## src/rtl/ttl_bank_controller.sv

```systemverilog
// TTL channel bank: commands queue in a FIFO and execute on timestamp match.
// Pulse mode (01) is built only when TTL_BANK_PULSE_EN is defined.
module ttl_bank_controller #(
  parameter int NUM_CH     = 8,
  parameter int PW_WIDTH   = 16,
  parameter int FIFO_DEPTH = 4
) (
  input  logic              clk,
  input  logic              reset,
  input  logic              cmd_valid,
  output logic              cmd_ready,
  input  logic [127:0]      cmd_data,
  input  logic              counter_matched,
  input  logic              override_en,
  input  logic [63:0]       override_value,
  output logic [NUM_CH-1:0] ttl_out,
  output logic              overrided,
  output logic              busy_error,
  output logic [127:0]      error_data
);

  localparam int AW = $clog2(FIFO_DEPTH);
  localparam logic [AW:0] FULL = (AW+1)'(FIFO_DEPTH);

  logic [127:0]      mem [FIFO_DEPTH];
  logic [AW-1:0]     wr_ptr;
  logic [AW-1:0]     rd_ptr;
  logic [AW:0]       count;
  logic              push;
  logic              pop;
  logic              reject;
  logic [127:0]      head;

  logic [1:0]        mode;
  logic [NUM_CH-1:0] mask;
  logic [NUM_CH-1:0] val;
  logic              is_set;
  logic              is_tog;
  logic              is_pulse;

  logic [NUM_CH-1:0] state;
  logic [NUM_CH-1:0] state_d;
  logic              mode_err;

  logic              unused_ov;

  assign cmd_ready = (count < FULL);
  assign push      = cmd_valid && cmd_ready;
  // A pop in the same cycle never frees room for a write while full.
  assign reject    = cmd_valid && !cmd_ready;
  assign pop       = counter_matched && (count != '0);
  assign head      = mem[rd_ptr];

  assign mode   = head[81:80];
  assign mask   = head[NUM_CH-1:0];
  assign val    = head[32 +: NUM_CH];
  assign is_set = (mode == 2'b00);
  assign is_tog = (mode == 2'b10);

  assign unused_ov = ^override_value[63:NUM_CH];

`ifdef TTL_BANK_PULSE_EN
  logic [PW_WIDTH-1:0] cnt   [NUM_CH];
  logic [PW_WIDTH-1:0] cnt_d [NUM_CH];
  logic [NUM_CH-1:0]   act;
  logic [NUM_CH-1:0]   act_d;
  logic [PW_WIDTH-1:0] pw_raw;
  logic [PW_WIDTH-1:0] pw_eff;

  assign is_pulse = (mode == 2'b01);
  assign pw_raw   = head[64 +: PW_WIDTH];
  assign pw_eff   = (pw_raw == '0) ? PW_WIDTH'(1) : pw_raw;
`else
  logic [PW_WIDTH-1:0] unused_pw;

  assign is_pulse  = 1'b0;
  assign unused_pw = head[64 +: PW_WIDTH];
`endif

  always_ff @(posedge clk) begin
    if (push) begin
      mem[wr_ptr] <= cmd_data;
    end
  end

  always_comb begin
    state_d  = state;
    mode_err = 1'b0;
`ifdef TTL_BANK_PULSE_EN
    act_d = act;
    for (int i = 0; i < NUM_CH; i++) begin
      cnt_d[i] = cnt[i];
      if (act[i]) begin
        if (cnt[i] == PW_WIDTH'(1)) begin
          state_d[i] = ~state[i];
          act_d[i]   = 1'b0;
        end else begin
          cnt_d[i] = cnt[i] - 1'b1;
        end
      end
    end
`endif
    if (pop) begin
      unique case (1'b1)
        is_set: begin
          state_d = (state_d & ~mask) | (val & mask);
`ifdef TTL_BANK_PULSE_EN
          act_d = act_d & ~mask;
`endif
        end
        is_tog: begin
          // Invert the pre-edge level so an expiring pulse cannot double-flip.
          state_d = (state_d & ~mask) | (~state & mask);
`ifdef TTL_BANK_PULSE_EN
          act_d = act_d & ~mask;
`endif
        end
        is_pulse: begin
`ifdef TTL_BANK_PULSE_EN
          state_d = (state_d & ~mask) | (val & mask);
          act_d   = act_d | mask;
          for (int i = 0; i < NUM_CH; i++) begin
            if (mask[i]) begin
              cnt_d[i] = pw_eff;
            end
          end
`endif
        end
        default: mode_err = 1'b1;
      endcase
    end
  end

`ifdef TTL_BANK_PULSE_EN
  always_ff @(posedge clk) begin
    if (reset) begin
      act <= '0;
      for (int i = 0; i < NUM_CH; i++) begin
        cnt[i] <= '0;
      end
    end else begin
      act <= act_d;
      for (int i = 0; i < NUM_CH; i++) begin
        cnt[i] <= cnt_d[i];
      end
    end
  end
`endif

  always_ff @(posedge clk) begin
    if (reset) begin
      wr_ptr     <= '0;
      rd_ptr     <= '0;
      count      <= '0;
      state      <= '0;
      ttl_out    <= '0;
      overrided  <= 1'b0;
      busy_error <= 1'b0;
      error_data <= '0;
    end else begin
      if (push) begin
        wr_ptr <= wr_ptr + 1'b1;
      end
      if (pop) begin
        rd_ptr <= rd_ptr + 1'b1;
      end
      if (push && !pop) begin
        count <= count + 1'b1;
      end else if (pop && !push) begin
        count <= count - 1'b1;
      end
      state      <= state_d;
      ttl_out    <= override_en ? override_value[NUM_CH-1:0] : state;
      overrided  <= override_en;
      busy_error <= reject | mode_err;
      if (reject) begin
        error_data <= cmd_data;
      end else if (mode_err) begin
        error_data <= head;
      end
    end
  end

endmodule

```

## config.mk

```make
export PLATFORM = sky130hd
export DESIGN_NAME = ttl_bank_controller
export DESIGN_NICKNAME = d
export VERILOG_FILES = /design/src/rtl/ttl_bank_controller.sv
export SDC_FILE = /design/constraint.sdc
export NUM_CORES = 1
export LEC_CHECK = 0
export ABC_AREA = 1
export CAP_MARGIN = 20
export CELL_PAD_IN_SITES_DETAIL_PLACEMENT = 0
export CELL_PAD_IN_SITES_GLOBAL_PLACEMENT = 1
export CORE_MARGIN = 2
export CORE_UTILIZATION = 40
export CTS_CLUSTER_SIZE = 28
export DETAILED_ROUTE_END_ITERATION = 16
export PLACE_DENSITY = 0.73
export SETUP_SLACK_MARGIN = 0.3
export SYNTH_ARGS = -nofsm -noshare
export SYNTH_HDL_FRONTEND = slang
export SYNTH_SLANG_ARGS = --single-unit
export TNS_END_PERCENT = 5
```

## constraint.sdc

```tcl
create_clock -name clk -period 10 [get_ports clk]
set_clock_uncertainty 0.15 [all_clocks]
set_input_delay 2 -clock clk [delete_from_list [all_inputs] [get_ports clk]]
set_output_delay 2 -clock clk [all_outputs]
set_load 0.01 [all_outputs]
```

==> results by group, run 1 <==
Logic synthesis
  – Post-synth EDFFs: 512
  – Post-synthesis instance area: 26460 um2
  – Dominant register cell in the synthesized netlist: edfxtp_1
  – Mapped Nets: 2708
  – Yosys Warn Count: 0
  – Synth Instances: 2505
  – Seq cells post-synth: 667
  – Seq/Total Area, Yosys: 69.84%
  – Async set-reset flop share out of synthesis: 0%
  – Mean post-synth cell area: 10.56 um2
  – Synth cell types: 25

Run status
  – Status: finished, final reports clean

Die
  – Die Span Y: 261.2 um
  – # IOs: 336
  – Initial Util: 40.31%
  – Std cell rows: 94
  – Die ar.: 68210 um2
  – Core area: 65630 um2
  – Die width: 261.2 um

Drt
  – Routed Antenna Nets: 0
  – DRC: 0
  – Routed len/inst: 18.60 um
  – TritonRoute pass-1 iters: 5
  – Total number of vias: 18300
  – Final WL: 67930 um
  – Initial DRC Count: 1376
  – DR vias/cell: 5.012

GRT
  – Overall routing resource usage: 19.93%
  – Antenna violations before repair: 8
  – Grt ovf: 0
  – Global-route wire length before repair: 104700 um
  – Pin count of the biggest net entering global routing: 107
  – Vias in the first global route: 18140

Clock tree
  – H-tree levels: 3
  – Post-CTS sizing: 0
  – Total CTS buffers: 72
  – Root Buffer: clkbuf_16
  – Post-CTS setup buffer count: 0
  – Hold-fix buffers, CTS: 0
  – CTS tree: built
  – Clock Sinks: 667
  – Clk slew on worst S/H paths: 0.06 ns
  – Max Buffers Root-to-Sink: 3
  – Later-pin clock latency in the skew report: 0.60 ns

Timing
  – Minimum clock period: 4.977 ns
  – Slew HR: 26.67%
  – Unrepaired setup endpoints after global routing: no
  – Least-Margin Pin Slew: 1.100 ns
  – Final period util: 49.77%
  – Final Max Slew Viols: 0
  – Number of hold violations in the final report: 0
  – Final setup fails: 0
  – Setup TNS: 0 ns
  – FMAX: 0.2009 GHz

Power
  – Worst VDD drop: 0.1507 mV
  – Pwr Total: 8.612 mW
  – P_sw: 2.725 mW
  – Internal: 5.887 mW
  – Clk pwr share: 30.6%
  – P per Cell Area: 268.1 nW/um2
  – Logic pwr share: 27.3%
  – Share of power burned in registers: 42.2%
  – Sw Ratio: 31.64%
  – Leakage: 11.71 nW

Setup path
  – CP Data Arrival Time: 5.31 ns
  – Setup CP Type: input pin to flop
  – Worst setup path start: cmd_valid
  – Max Fanout on Critical Path: 59
  – Critical Path RT: 10.33 ns
  – CP Launch Type: input pin
  – Setup crit end kind: flop

Flow run
  – Total of max-cap violations: 0

Final layout
  – Final instance area: 32120 um2
  – Fraction of layout cells with a size suffix above 1: 5.312%
  – Area delta synth->final: 21.41%
  – Fin nets: 2930

Placed design
  – Post-DP HPWL: 35870 um
  – RD Place Congestion: 0.7455
  – Port Buffers: 279
  – Placed cell areas: 29710 um2

Worst hold path
  – Hold_sp: rd_ptr[1]
  – Hold Path Class: flop to flop
-- critical path, cell delays in order --
cell and delay [ns]:
clkdlybuf4s50_1 0.47, nand2_4 0.28, buf_4 0.78, inv_4 0.43, buf_16 0.32, buf_4 0.45
nand2_1 0.16, nand2_1 0.06, nor2_1 0.18, nor2_1 0.08
-- final timing paths --
check	to	cells past startpoint	slack, ns
setup / recovery	error_data[9]	10	5.02
hold / removal	rd_ptr[1]	2	0.32
setup reg to reg	error_data[37]	8	6.17
hold reg to reg	rd_ptr[1]	2	0.32
-- power groups by stage --
stage / combinational [mW] / sequential (mW) / clock (mW)
2_1_floorplan: 1.36 / 3.78 / 0
3_3_place_gp: 2.34 / 3.68 / 0
3_5_place_dp: 2.37 / 3.69 / 0
4_1_cts: 2.38 / 3.64 / 2.70
5_1_grt: 2.65 / 3.68 / 2.80
6_report: 2.35 / 3.63 / 2.63
-- cell usage after synthesis, types with 3 or more instances --
master    instances  area, um2
nor2_1          630       2365
edfxtp_1        512      15370
nand2_1         453       1700
o21ai_0         377       1887
dfxtp_1         155       3103
o21ai_1         124      620.6
clkbuf_1         70      262.8
buf_2            44      220.2
inv_1            29      108.9
nand3_1          27      135.1
buf_6            20      225.2
a21oi_1          18      90.09
buf_4            15      112.6
buf_1             8      30.03
ha_1              5      62.56
o211ai_1          5      37.54
inv_2             3      11.26
-- sequential cells by signal, summed over array words and instances, names as in the netlist, named ones only --
signal and cells:
ttl_out 8, error_data 128, count 3, rd_ptr 2, overrided 1, busy_error 1
wr_ptr 2, mem 512
-- routing by layer --
metal  part of all wire [%]  GRT usage, %  up-vias
met3                    5.3         3.852      114
met5                   0.11             0        -
li1                       -             -     8961
met1                     43         25.34     8816
met4                    2.1         6.124       12
met2                     49         34.44      401
-- per-stage QoR --
step	setup WS, ns	instances	utilization, %	hold slack, ns
global route	4.807	3652	48.94	0.3410
detailed placement	4.221	3515	45.27	0.3109
floorplan	1.741	2505	-	0.2862
finish	5.023	3652	48.94	0.3248
CTS	4.854	3648	48.85	0.3186
global placement	4.227	3515	45.27	0.2993
-- layout make-up --
cell class              instances  area [um2]
clock inverters                26       207.7
clock buffers                 107        2141
diodes                          2       5.005
repair buffers                305        3028
well taps                     864        1081
multi-input cells            1647        7029
flip-flops and latches        667       18480
fillers                      5903       33510
inverters                      34       145.1
-- kinds of logic (layout without fill, tap and decap cells) --
logic type / Yosys count / after routing / synth area share (%)
simple gates: 1115 / 1115 / 16.06
flops: 667 / 667 / 69.84
compound gates: 525 / 525 / 10.02
buf+inv: 191 / 472 / 3.727
fa+ha+maj: 6 / 6 / 0.3121
xor+xnor: 1 / 1 / 0.03311
other cells: 0 / 2 / 0
-- layout by cell type (no fill, tap or decap), drive strengths merged --
cell and instances:
clkinv 20, o21ai 502, bufinv 3, inv 37
nand3 29, clkbuf 107, edfxtp 512, ha 5
dfxtp 155, fa 1, xor2 1, a21oi 18
clkdlybuf4s50 279, nor2 630, diode 2, buf 26
nand2 456, o211ai 5
(Power assumes the default switching activity.)
==> inputs of run 2 (changes only) <==
- CORE_UTILIZATION: 40 -> 39
- PLACE_DENSITY: 0.73 -> 0.74
- clock period: 10 -> 4 ns (I/O delays scaled with it)
==> results by group, run 2 (synthesized netlist as in run 1, its figures left out) <==
Clock tree
  – Root Buffer: clkbuf_16
  – Total CTS buffers: 74
  – H-tree levels: 3
  – Post-CTS setup buffer count: 0
  – Post-CTS sizing: 0
  – Max Buffers Root-to-Sink: 3
  – Hold-fix buffers, CTS: 0
  – Later-pin clock latency in the skew report: 0.60 ns
  – Clock Sinks: 667
  – Clk slew on worst S/H paths: 0.06 ns
  – CTS tree: built

Final layout
  – Fin nets: 2933
  – Most frequent cells in the layout: nor2_1 (626), edfxtp_1 (512), nand2_1 (452)
  – Register area: 18480 um2
  – Final instance area: 32410 um2
  – Top reg by flops: mem
  – Fill cell total of the finished layout: 5940
  – Area of the multi-input gates: 7029 um2
  – Max reg flops: 512
  – Largest registers: mem: 512 flops, error_data: 128 flops, ttl_out: 8 flops
  – Area delta synth->final: 22.51%
  – Fraction of layout cells with a size suffix above 1: 5.486%
  – Most common cell after layout, fill and taps aside: nor2_1

Timing
  – Final setup fails: 0
  – Final Max Slew Viols: 0
  – Setup TNS: 0 ns
  – Number of hold violations in the final report: 0
  – Unrepaired setup endpoints after global routing: no
  – Minimum clock period: 2.830 ns
  – Slew HR: 29.84%
  – FMAX: 0.3533 GHz
  – Final period util: 70.76%
  – Least-Margin Pin Slew: 1.052 ns

GRT
  – Grt ovf: 0
  – Pin count of the biggest net entering global routing: 163
  – Global-route wire length before repair: 104000 um
  – Overall routing resource usage: 19.11%
  – Antenna violations before repair: 8
  – Vias in the first global route: 18310

Power
  – Sw Ratio: 31.15%
  – P_sw: 6.798 mW
  – Leakage: 11.81 nW
  – Clk pwr share: 31.2%
  – Logic pwr share: 27.3%
  – Worst VDD drop: 0.3354 mV
  – P per Cell Area: 673.4 nW/um2
  – Internal: 15.03 mW
  – Share of power burned in registers: 41.5%

Setup path
  – Max Fanout on Critical Path: 96
  – Worst path most repeated cell: nand2_1
  – CP Depth: 10
  – R2R cell count: 10
  – CP Data Arrival Time: 3.19 ns
  – Setup crit end kind: flop
  – Critical Path RT: 4.36 ns
  – CP top delay family: buffers and inverters
  – CP Launch Type: flop
  – Setup CP Type: flop to flop
  – Crit-path cells: inv_6, buf_4, nand2_1, nand3_1, nand2_2, nand2_4, nand2_1, nand2_1, nand2_1, a21oi_1
  – Max stage delay on crit path: 0.85 ns
  – Slowest cell on the critical path: buf_4
  – WP buf/inv: 2

Drt
  – Final WL: 66710 um
  – Initial DRC Count: 1202
  – TritonRoute pass-1 iters: 5
  – DR vias/cell: 5.004
  – DRC: 0
  – Routed len/inst: 18.21 um
  – Routed Antenna Nets: 0
  – Total number of vias: 18340

Die
  – Die Span Y: 264.5 um
  – Die ar.: 69930 um2
  – # IOs: 336
  – Die width: 264.5 um
  – Std cell rows: 95
  – Core area: 67160 um2
  – Initial Util: 39.39%

Placed design
  – Placed cell areas: 29970 um2
  – Post-DP HPWL: 34970 um
  – Port Buffers: 279
  – RD Place Congestion: 0.7362

Worst hold path
  – Worst hold path depth: 1
  – Hold Path Class: flop to flop

Run status
  – Status: finished, final reports clean

Flow run
  – Total of max-cap violations: 0
-- run 2: cell count changes in the layout (fill, tap and decap cells not counted) --
cell and delta:
clkbuf_8 -2, clkinv_2 +2, clkinv_1 -2, clkinv_4 +1, bufinv_16 +6, buf_12 +18, buf_16 -2, buf_4 -15
clkbuf_16 -3
-- run 2: worst paths after layout --
path	from	endpoint	slack [ns]
max	flop	flop	1.17
max reg2reg	flop	flop	1.17
min reg2reg	rd_ptr[0]	rd_ptr[0]	0.32
min	rd_ptr[0]	rd_ptr[0]	0.32
-- run 2: metal layers --
layer | vias to the layer above | track usage, % | routed length, um
met5 | - | 0 | 77
met4 | 12 | 5.451 | 1054
met3 | 69 | 3.864 | 3939
met2 | 438 | 33.55 | 33180
met1 | 8840 | 23.89 | 28450
li1 | 8977 | - | -
-- run 2: cell type report --
type	count	share of cell area [%]
multi-input cells	1647	21.69
flip-flops and latches	667	57.02
inverters	34	0.4478
clock buffers	102	6.289
well taps	873	3.370
repair buffers	306	9.937
diodes	2	0.01544
clock inverters	33	1.231
-- run 2: through the flow --
step	std cells	utilization (%)	hold slack (ns)	setup WS [ns]	total power [mW]
floorplan	2505	-	0.2862	-0.9369	12.79
global placement	3527	44.62	0.3004	0.7505	15.11
detailed placement	3527	44.62	0.3122	0.8054	15.23
CTS	3662	48.25	0.3265	1.076	22.11
global route	3664	48.26	0.3487	0.8377	23.11
finish	3664	48.26	0.3234	1.170	21.82
-- run 2: worst reg2reg max path: stages, from the launching register on --
cell and delay (ns):
dfxtp_4 0.36, inv_6 0.46, buf_4 0.86, nand2_1 0.15, nand3_1 0.13, nand2_2 0.18
nand2_4 0.17, nand2_1 0.09, nand2_1 0.06, nand2_1 0.05, a21oi_1 0.11
-- run 2: power by group through the flow --
stage / combinational, mW / clock [mW] / sequential (mW)
final: 5.96 / 6.81 / 9.06
after global routing: 6.67 / 7.27 / 9.17
after CTS: 6.06 / 6.98 / 9.07
after detailed placement: 6.03 / 0 / 9.20
after global placement: 5.94 / 0 / 9.17
after floorplan: 3.39 / 0 / 9.40
==> inputs of run 3 (changes only) <==
- CORE_UTILIZATION: 39 -> 40
- PLACE_DENSITY: 0.74 -> 0.73
- clock period: 4 -> 2.7 ns (I/O delays scaled with it)
==> results by group, run 3 (synthesized netlist as in run 1, its figures left out) <==
Run status
  – Status: finished, final reports clean

GRT
  – Overall routing resource usage: 19.64%
  – Pin count of the biggest net entering global routing: 144
  – Antenna violations before repair: 10
  – Global-route wire length before repair: 103900 um
  – Grt ovf: 0
  – Vias in the first global route: 18160

Die
  – Core area: 65630 um2
  – Die ar.: 68210 um2
  – Initial Util: 40.31%
  – Std cell rows: 94
  – # IOs: 336
  – Die Span Y: 261.2 um
  – Die width: 261.2 um

Setup path
  – WP buf/inv: 1
  – Max Fanout on Critical Path: 2
  – Setup crit end kind: primary output
  – Max stage delay on crit path: 0.70 ns
  – CP Launch Type: flop
  – CP top delay family: buffers and inverters
  – CP Data Arrival Time: 1.62 ns
  – Crit-path cells: clkdlybuf4s50_1
  – Critical Path RT: 2.01 ns
  – Setup CP Type: flop to primary output
  – Slowest cell on the critical path: clkdlybuf4s50_1

Timing
  – Least-Margin Pin Slew: 0.7606 ns
  – Minimum clock period: 2.307 ns
  – Slew HR: 49.30%
  – FMAX: 0.4335 GHz
  – Final setup fails: 0
  – Final WS setup: 0.3929 ns
  – Number of hold violations in the final report: 0
  – Final period util: 85.45%
  – Final Max Slew Viols: 0
  – Unrepaired setup endpoints after global routing: no

Placed design
  – Placed Instances: 3565
  – Port Buffers: 279
  – DP Worst Slack: 0.1222 ns
  – RD Place Congestion: 0.7480
  – Post-DP HPWL: 39470 um
  – Placed cell areas: 30740 um2

Drt
  – Routed Antenna Nets: 0
  – Total number of vias: 18610
  – Initial DRC Count: 1250
  – TritonRoute pass-1 iters: 5
  – DRC: 0
  – Routed len/inst: 18.11 um
  – DR vias/cell: 5.023
  – Final WL: 67090 um

Clock tree
  – Post-CTS setup buffer count: 0
  – Root Buffer: clkbuf_16
  – Clk slew on worst S/H paths: 0.06 ns
  – Clock Sinks: 667
  – Hold-fix buffers, CTS: 0
  – CTS tree: built
  – Total CTS buffers: 72
  – Max Buffers Root-to-Sink: 3
  – H-tree levels: 3
  – Later-pin clock latency in the skew report: 0.60 ns

Final layout
  – Area delta synth->final: 24.77%
  – Fraction of layout cells with a size suffix above 1: 6.742%
  – Final Util: 50.30%
  – Fin nets: 2978
  – Largest registers: mem: 512 flops, error_data: 128 flops, ttl_out: 8 flops
  – Most frequent cells in the layout: nor2_1 (626), edfxtp_1 (512), nand2_1 (451)
  – Fill cell total of the finished layout: 5795
  – Top reg by flops: mem
  – Non-filler cells, final: 3704
  – Most common cell after layout, fill and taps aside: nor2_1
  – Final instance area: 33010 um2
  – Max reg flops: 512

Power
  – Leakage: 12.06 nW
  – Worst VDD drop: 0.6882 mV
  – P per Cell Area: 969.3 nW/um2
  – Pwr Total: 32.00 mW

Worst hold path
  – Hold Path Class: flop to flop

Flow run
  – Total of max-cap violations: 0
[run 3: power breakdown]
part           internal, mW  switching, mW
registers              12.8          0.645
clock network          5.47           3.94
logic                  3.65           5.54
total                  21.9           10.1
[run 3: layout make-up]
type | count | area [um2] | share of cell area (%)
Inverter | 34 | 145.1 | 0.4397
Timing Repair Buffer | 353 | 3985 | 12.07
Multi-Input combinational cell | 1647 | 7046 | 21.34
Clock buffer | 99 | 2029 | 6.148
Antenna cell | 7 | 17.52 | 0.05307
Tap cell | 864 | 1081 | 3.275
Clock inverter | 33 | 222.7 | 0.6747
Sequential cell | 667 | 18480 | 55.99
[run 3: final timing paths]
check                           slack (ns)      startpoint              to  cells after the start
worst max-delay path                  0.39  error_data[58]  error_data[58]                      1
worst min-delay path                  0.32       rd_ptr[1]       rd_ptr[1]                      2
worst min register to register        0.32       rd_ptr[1]       rd_ptr[1]                      2
worst max register to register        0.54            flop  error_data[66]                      9
[run 3: metal layers]
layer  part of all wire [%]  global-route usage, %  vias up  wire length (um)
met4                    1.9                  6.345       10              1264
li1                       -                      -     9077                 -
met1                     44                  25.40     9006             29320
met3                    5.1                  3.571      102              3452
met5                  0.086                      0        -                58
met2                     49                  33.48      410             32990
[run 3: timing repair]
item	4_1_cts	5_1_grt
endpoints found under the setup margin	1	0
hold endpoints to repair	0	0
resized for setup	1	0
[run 3: stage by stage]
| step | hold slack (ns) | TNS (ns) |
|---|---|---|
| 3_3_place_gp | 0.2965 | 0 |
| 5_1_grt | 0.3368 | 0 |
| 6_report | 0.3174 | 0 |
| 4_1_cts | 0.3194 | 0 |
| 2_1_floorplan | 0.2862 | -198.65 |
| 3_5_place_dp | 0.3106 | 0 |
